==> config.mk <==
export PLATFORM = sky130hd
export DESIGN_NAME = condicionador_botoes_flat
export DESIGN_NICKNAME = d
export VERILOG_FILES = /design/src/rtl/condicionador_botoes_if.sv /design/src/rtl/condicionador_botoes.sv /design/src/flat_wrapper.sv
export SDC_FILE = /design/constraint.sdc
export NUM_CORES = 1
export LEC_CHECK = 0
export CORE_MARGIN = 2
export CORE_UTILIZATION = 25
export DETAILED_ROUTE_END_ITERATION = 7
export DONT_BUFFER_PORTS = 1
export GPL_TIMING_DRIVEN = 0
export REMOVE_ABC_BUFFERS = 1
export SLEW_MARGIN = 20
export SYNTH_ARGS = -nofsm -noshare
export SYNTH_HDL_FRONTEND = slang
export SYNTH_SLANG_ARGS = --single-unit
==> constraint.sdc <==
create_clock -name clk -period 2.5 [get_ports clk]
set_input_delay 0.625 -clock clk [delete_from_list [all_inputs] [get_ports clk]]
set_output_delay 0.625 -clock clk [all_outputs]
set_load 0.005 [all_outputs]
==> src/rtl/condicionador_botoes_if.sv <==
// Button-conditioner bus: raw pins and enable in, conditioned pulses and levels out.
interface condicionador_botoes_if #(
  parameter int N_BOTOES = 8
);
  logic [N_BOTOES-1:0] botoes_raw;
  logic                habilita;
  logic [N_BOTOES-1:0] pulsos;
  logic [N_BOTOES-1:0] pressionados;
  logic                algum;

  modport master (
    output botoes_raw,
    output habilita,
    input  pulsos,
    input  pressionados,
    input  algum
  );

  modport slave (
    input  botoes_raw,
    input  habilita,
    output pulsos,
    output pressionados,
    output algum
  );
endinterface

==> src/rtl/condicionador_botoes.sv <==
// Button conditioner: per-channel 2-FF sync, counter debounce, press-edge pulse, enable gate.
// Optional macro CONDICIONADOR_BOTOES_EXCLUSIVO_EN keeps pulsos one-hot (lowest index wins).
module condicionador_botoes #(
  parameter int N_BOTOES        = 8,
  parameter int DEBOUNCE_CICLOS = 50000,
  parameter int CNT_W           = 16,
  parameter int ATIVO_BAIXO     = 1
) (
  input  logic                   clk,
  input  logic                   rst,
  condicionador_botoes_if.slave  bus
);

  localparam logic [CNT_W-1:0] CNT_MAX = CNT_W'(DEBOUNCE_CICLOS - 1);

  logic [N_BOTOES-1:0] pressed;
  logic [N_BOTOES-1:0] s1_p0;
  logic [N_BOTOES-1:0] s2_p1;
  logic [N_BOTOES-1:0] estavel;
  logic [N_BOTOES-1:0] estavel_next;
  logic [N_BOTOES-1:0] rise;
  logic [N_BOTOES-1:0] pulse_cand;
  logic [N_BOTOES-1:0] pulse_next;
  logic [N_BOTOES-1:0] pulsos_q;
  logic                algum_q;
  logic [CNT_W-1:0]    cnt      [N_BOTOES];
  logic [CNT_W-1:0]    cnt_next [N_BOTOES];

  // Normalise to active-high before synchronising so all internal state means "pressed".
  assign pressed = (ATIVO_BAIXO != 0) ? ~bus.botoes_raw : bus.botoes_raw;

  // Debounce: a level is accepted only after DEBOUNCE_CICLOS consecutive differing samples.
  always_comb begin
    estavel_next = estavel;
    rise         = '0;
    for (int i = 0; i < N_BOTOES; i++) begin
      cnt_next[i] = cnt[i];
      if (s2_p1[i] == estavel[i]) begin
        cnt_next[i] = '0;
      end else if (cnt[i] == CNT_MAX) begin
        estavel_next[i] = s2_p1[i];
        cnt_next[i]     = '0;
        rise[i]         = s2_p1[i];
      end else begin
        cnt_next[i] = cnt[i] + CNT_W'(1);
      end
    end
  end

  assign pulse_cand = rise & {N_BOTOES{bus.habilita}};

`ifdef CONDICIONADOR_BOTOES_EXCLUSIVO_EN
  // Isolate the lowest set bit; dropped channels still update estavel above.
  assign pulse_next = pulse_cand & (~pulse_cand + N_BOTOES'(1));
`else
  assign pulse_next = pulse_cand;
`endif

  // Stage p0/p1: synchroniser; then debounce state and registered outputs.
  always_ff @(posedge clk or negedge rst) begin
    if (!rst) begin
      s1_p0    <= '0;
      s2_p1    <= '0;
      estavel  <= '0;
      pulsos_q <= '0;
      algum_q  <= 1'b0;
      for (int i = 0; i < N_BOTOES; i++) begin
        cnt[i] <= '0;
      end
    end else begin
      s1_p0    <= pressed;
      s2_p1    <= s1_p0;
      estavel  <= estavel_next;
      pulsos_q <= pulse_next;
      algum_q  <= |estavel_next;
      for (int i = 0; i < N_BOTOES; i++) begin
        cnt[i] <= cnt_next[i];
      end
    end
  end

  assign bus.pulsos       = pulsos_q;
  assign bus.pressionados = estavel;
  assign bus.algum        = algum_q;

endmodule

==> src/flat_wrapper.sv <==
// flat-port wrapper written by rule: the top's interface ports become plain ports
module condicionador_botoes_flat 
#(
  parameter int N_BOTOES        = 8,
  parameter int DEBOUNCE_CICLOS = 50000,
  parameter int CNT_W           = 16,
  parameter int ATIVO_BAIXO     = 1
)
  (clk, rst, bus_botoes_raw, bus_habilita, bus_pulsos, bus_pressionados, bus_algum);
  condicionador_botoes_if #(.N_BOTOES(N_BOTOES)) bus_i ();
  input  logic clk;
  input  logic rst;
  input wire logic [$bits(bus_i.botoes_raw)-1:0] bus_botoes_raw;
  input wire logic [$bits(bus_i.habilita)-1:0] bus_habilita;
  output wire logic [$bits(bus_i.pulsos)-1:0] bus_pulsos;
  output wire logic [$bits(bus_i.pressionados)-1:0] bus_pressionados;
  output wire logic [$bits(bus_i.algum)-1:0] bus_algum;
  assign bus_i.botoes_raw = bus_botoes_raw;
  assign bus_i.habilita = bus_habilita;
  assign bus_pulsos = bus_i.pulsos;
  assign bus_pressionados = bus_i.pressionados;
  assign bus_algum = bus_i.algum;
  condicionador_botoes #(.N_BOTOES(N_BOTOES), .DEBOUNCE_CICLOS(DEBOUNCE_CICLOS), .CNT_W(CNT_W), .ATIVO_BAIXO(ATIVO_BAIXO)) u_core (.clk(clk), .rst(rst), .bus(bus_i));
endmodule
# After elaboration in Yosys (flattened, before gate mapping)
# Cells that the tools add are included.
# W data, S select, Z words.
[word_totals]
regBits = 161
out_inout_bits = 17
elab_cells = 88
[classes]
n_addsub = 8
eq_ne = 16
mux = 48
n_bitwise = 2
n_reduce_logical = 1
[op_table]
columns = ["cell", "count"]
rows = [
  ["$mux W16", 16],
  ["$add A16 B1 Y16 const B", 8],
  ["$eq A16 B16 Y1 const B", 8],
  ["$mux W1", 32],
  ["$and A8 B8 Y8", 1],
  ["$eq A1 B1 Y1", 8],
  ["$not A8 Y8", 1],
  ["$reduce_or A8 Y1", 1],
]

# Longest topological paths before layout
[logic_depth]
word_depth = 4
depth_mapped = 7

# Worst setup path after synthesis
# OpenSTA, ideal clock, no wires.
[synth_timing]
path_type = "register to register"
startpoint = "register u_core.cnt[16] in the netlist's numbering"
endpoint = "register u_core.algum_q, in the netlist u_core.bus.algum"
setup_time_ps = 135
arrival_ps = 1714
required_ps = 2365
slack_ps = 651
path_stages_with_launch = 8
path_buffers = 1
period_less_slack_ps = 1849
path_cell_list = "dfrtp_1 > ha_1 > and3_1 > buf_2 > nand4_1 > mux2_2 > nor4_1 > nand4bb_1"
[synth_between]
elab_chain_cells = 4
[synth_lines]
columns = ["element", "line_no", "rtl"]
rows = [
  ["start, declared", "condicionador_botoes.sv:26", "logic [CNT_W-1:0] cnt [N_BOTOES];"],
  ["start signal, assigned by index", "condicionador_botoes.sv:77", "cnt[i] <= cnt_next[i];"],
  ["$eq A16 B16 Y1", "condicionador_botoes.sv:40", "end else if (cnt[i] == CNT_MAX) begin"],
  ["$mux W1", "condicionador_botoes.sv:40", ""],
  ["$mux W1", "condicionador_botoes.sv:38", "if (s2_p1[i] == estavel[i]) begin"],
  ["named net u_core.estavel_next[6]", "condicionador_botoes.sv:20", "logic [N_BOTOES-1:0] estavel_next;"],
  ["$reduce_or A8 Y1", "condicionador_botoes.sv:75", "algum_q <= |estavel_next;"],
  ["end signal, assigned", "condicionador_botoes.sv:75", ""],
  ["end, declared", "condicionador_botoes.sv:25", "logic algum_q;"],
]
# The timed path passes the listed nets, and every way through them passes these cells.

# Final worst setup path
[layout_timing]
startpoint = "register u_core.cnt[32] in the netlist's numbering"
endpoint = "register u_core.algum_q, in the netlist u_core.bus.algum"
# Same word-level chain as after synthesis.

==> load_flow_metrics.sql <==
INSERT INTO impl_metrics (metric_group, metric, value, unit) VALUES
('run_status', 'status', 'complete, but fails checks', ''),
('run_status', 'violations', 'negative hold slack', ''),
('floorplanning', 'starting_density_of_the_core', '0.256', ''),
('layout', 'post_layout_nonfiller_instances', '1079', ''),
('place', 'post-place-cells', '1048', ''),
('yosys', 'post_synth_inst_count', '681', ''),
('place', 'portBuffers', '0', ''),
('sta', 'finalHoldViolations', '161', ''),
('detailed_routing', 'detail_route.drc_violations', '0', ''),
('clock_tree', 'tritoncts.num_buffers', '17', ''),
('power_and_ir_drop', 'peakVddDrop', '0.402', 'mV'),
('setup_path', 'reg2reg_depth', '6', ''),
('clock_tree', 'clockRootBuffer', 'clkbuf_16', ''),
('place', 'placement.cell_area', '7590', 'sq um'),
('setup_path', 'worst-endpoint-arrival', '2.32', 'ns'),
('grt', 'grt_pass1_vias', '4549', ''),
('floorplanning', 'die_w', '173', 'um'),
('grt', 'met3_usage', '0.0274', ''),
('grt', 'groute.layer.met1.usage', '0.122', ''),
('floorplanning', 'die_height', '173', 'um'),
('detailed_routing', 'drt_pass1_iterations', '4', ''),
('clock_tree', 'postCtsSetupBuffers', '0', ''),
('floorplanning', 'fp.dieArea', '30000', 'sq um'),
('layout', 'most_frequent_cells_in_the_layout', '161 x dfrtp_1, 131 x nor2_1, 62 x xor2_1', ''),
('place', 'detailedPlacementHpwl', '8640', 'um'),
('flow_run', 'number_of_max_cap_violations', '0', ''),
('clock_tree', 'cts.sink_count', '161', ''),
('layout', 'antenna_cells', '0', ''),
('clock_tree', 'clkLatencyLatePin', '0.42', 'ns'),
('setup_path', 'path_class', 'flop to flop', ''),
('sta', 'final.hold.worst_slack', '-0.0954', 'ns'),
('yosys', 'synth-seq-area-share', '0.562', ''),
('sta', 'slew_headroom', '0.580', ''),
('grt', 'global_route.peak_usage_layer', 'met2', ''),
('sta', 'rsz0062_at_grt', 'false', ''),
('detailed_routing', 'total_detailed_routing_wirelength', '13100', 'um'),
('yosys', 'synthesis.area_per_instance', '10.5', 'sq um'),
('floorplanning', 'fp.coreArea', '28000', 'sq um'),
('layout', 'most_common_library_cell_in_the_layout_ignoring_fill_and_taps', 'dfrtp_1', ''),
('layout', 'post_layout_inst_area', '8190', 'sq um'),
('sta', 'clock_skew', '0.00949', 'ns'),
('detailed_routing', 'detailroute.via_count', '4629', ''),
('clock_tree', 'clkTransAtPathRegs', '0.06', 'ns'),
('grt', 'globalRouteTotalUtil', '0.0923', ''),
('grt', 'groute.layer.met2.usage', '0.143', ''),
('sta', 'achievable-frequency', '0.487', 'GHz'),
('sta', 'finalCriticalPeriod', '2.05', 'ns'),
('place', 'place_congestion', '0.746', ''),
('grt', 'grt_overflow_total', '0', ''),
('yosys', 'yosysUniqueCellTypes', '28', ''),
('sta', 'fin_crit_sh', '0.821', ''),
('grt', 'antenna_found_initial', '0', ''),
('hold_path', 'hold_path_class', 'input pin to asynchronous set/reset pin', ''),
('detailed_routing', 'dr.first_iter.drc_count', '384', ''),
('floorplanning', 'rows', '61', ''),
('grt', 'maximum_number_of_pins_on_one_net_before_global_route_repair', '162', ''),
('clock_tree', 'tritoncts_clock_tree', 'built', ''),
('yosys', 'yosysWarningCount', '0', ''),
('setup_path', 'worst_setup_path_end_kind', 'flop', ''),
('power_and_ir_drop', 'power.density', '659', 'nW/um^2'),
('sta', 'drv_slew', '0', ''),
('clock_tree', 'cts.htree.levels', '4', ''),
('layout', 'drive_gt1_frac', '0.0585', ''),
('yosys', 'syn-cell-area', '7160', 'sq um'),
('layout', 'finalNetCount', '708', ''),
('setup_path', 'critical_path_required_time', '2.77', 'ns'),
('power_and_ir_drop', 'power.leakage', '3.53', 'nW'),
('floorplanning', 'ios', '28', ''),
('sta', 'worstMarginPinSlew', '0.624', 'ns'),
('yosys', 'yosys_register_bits', '161', ''),
('detailed_routing', 'detail_routed_net_length_per_standard_cell', '12.2', 'um'),
('setup_path', 'setup.worst_path.start_class', 'flop', ''),
('detailed_routing', 'detail_route.vias_per_cell', '4.29', ''),
('layout', 'p_r_area_growth_vs_syn', '14.3', '%'),
('sta', 'fin_tns_setup', '0', 'ns'),
('clock_tree', 'cts_buffer_depth', '2', ''),
('sta', 'finalSetupViolCount', '0', ''),
('setup_path', 'path_max_fanout', '6', ''),
('detailed_routing', 'ant_nets', '0', ''),
('grt', 'first_pass_grt_wire_length', '22500', 'um');
[worst paths after layout]
path,slack [ns],from,to
max in group asynchronous,2.27,rst,u_core.cnt[21]$_DFF_PN0_
min in group clk,0.26,bus_botoes_raw[5],u_core.s1_p0[5]$_DFF_PN0_
max reg2reg,0.45,u_core.cnt[32]$_DFF_PN0_,u_core.bus.algum$_DFF_PN0_
min,-0.1,rst,u_core.cnt[96]$_DFF_PN0_
max,0.45,u_core.cnt[32]$_DFF_PN0_,u_core.bus.algum$_DFF_PN0_
min reg2reg,0.35,u_core.s1_p0[2]$_DFF_PN0_,u_core.s2_p1[2]$_DFF_PN0_
[where the power goes]
group | switching, W | internal [W] | leakage (nW)
clock network | 0.000998 | 0.00161 | 0.281
logic | 0.0000576 | 0.0000367 | 1.06
registers | 0.0000379 | 0.00265 | 2.19
[cells in the mapped netlist]
library cell,number,share of area
dfrtp_1,161,0.56
nor2_1,131,0.069
xor2_1,62,0.076
xnor2_1,50,0.061
nand2_1,47,0.025
nand3_1,36,0.025
and3_1,34,0.030
nand4_1,33,0.029
inv_1,16,0.0084
nor3_1,15,0.010
nor4bb_1,12,0.017
or3_1,10,0.0087
a21oi_1,8,0.0056
and4_1,8,0.0098
ha_1,8,0.014
o21ai_0,8,0.0056
and2_1,7,0.0061
clkbuf_1,7,0.0037
mux2_2,7,0.011
nor4b_1,6,0.0073
nor4_1,5,0.0044
buf_2,3,0.0021
or3_4,2,0.0031
and3_2,1,0.0010
and3_4,1,0.0016
buf_1,1,0.00052
mux2_4,1,0.0021
nand4bb_1,1,0.0016
[cells by family (layout without fill, tap and decap cells)]
group / Yosys count / after routing / synth area share
flip-flops: 161 / 161 / 0.562
XOR/XNOR: 112 / 112 / 0.137
buffers and inverters: 27 / 47 / 0.0147
AND/OR/NAND/NOR: 349 / 349 / 0.248
AO/OA/AOI/OAI: 16 / 16 / 0.0112
multiplexers: 8 / 8 / 0.0131
adder cells (fa/ha/maj): 8 / 8 / 0.0140
[area by class of cell]
type	count	area [sq um]
flip-flops and latches	161	4030
fillers	2888	19800
clock buffers	21	460
multi-input cells	493	3030
well taps	378	473
inverters	16	60.1
clock inverters	10	135
[through the flow]
stage / utilization / worst slack [ns] / power (W) / hold slack (ns)
after floorplan: - / 0.670 / 0.00280 / 0.329
after global placement: 0.271 / 0.454 / 0.00283 / 0.333
after detailed placement: 0.271 / 0.449 / 0.00283 / 0.333
after CTS: 0.292 / 0.434 / 0.00548 / -0.122
after global routing: 0.292 / 0.327 / 0.00561 / -0.129
final: 0.292 / 0.447 / 0.00539 / -0.0954
[registers in the layout, summed over array words and instances, names as in the netlist]
register                 cells
u_core.bus.algum             1
u_core.bus.pressionados      8
u_core.bus.pulsos            8
u_core.cnt                 128
u_core.s1_p0                 8
u_core.s2_p1                 8
[timing repair]
item,CTS,global route
endpoints found under the hold margin,161,161
setup endpoints to repair,0,0
gates resized for setup,0,0
[worst max-delay path, cell delays in order, from the launching register on]
cell       delay (ns)
dfrtp_1          0.45
ha_1             0.31
and3_1           0.24
nand4_1          0.14
mux2_2           0.37
nor4_1           0.23
nand4bb_1        0.17
[layer usage]
layer / vias up / part of all wire
li1: 2333 / -
met1: 2236 / 0.50
met2: 42 / 0.45
met3: 18 / 0.033
met4: 0 / 0.016
met5: - / 0
Note: power is estimated with default switching activity, not from simulation.
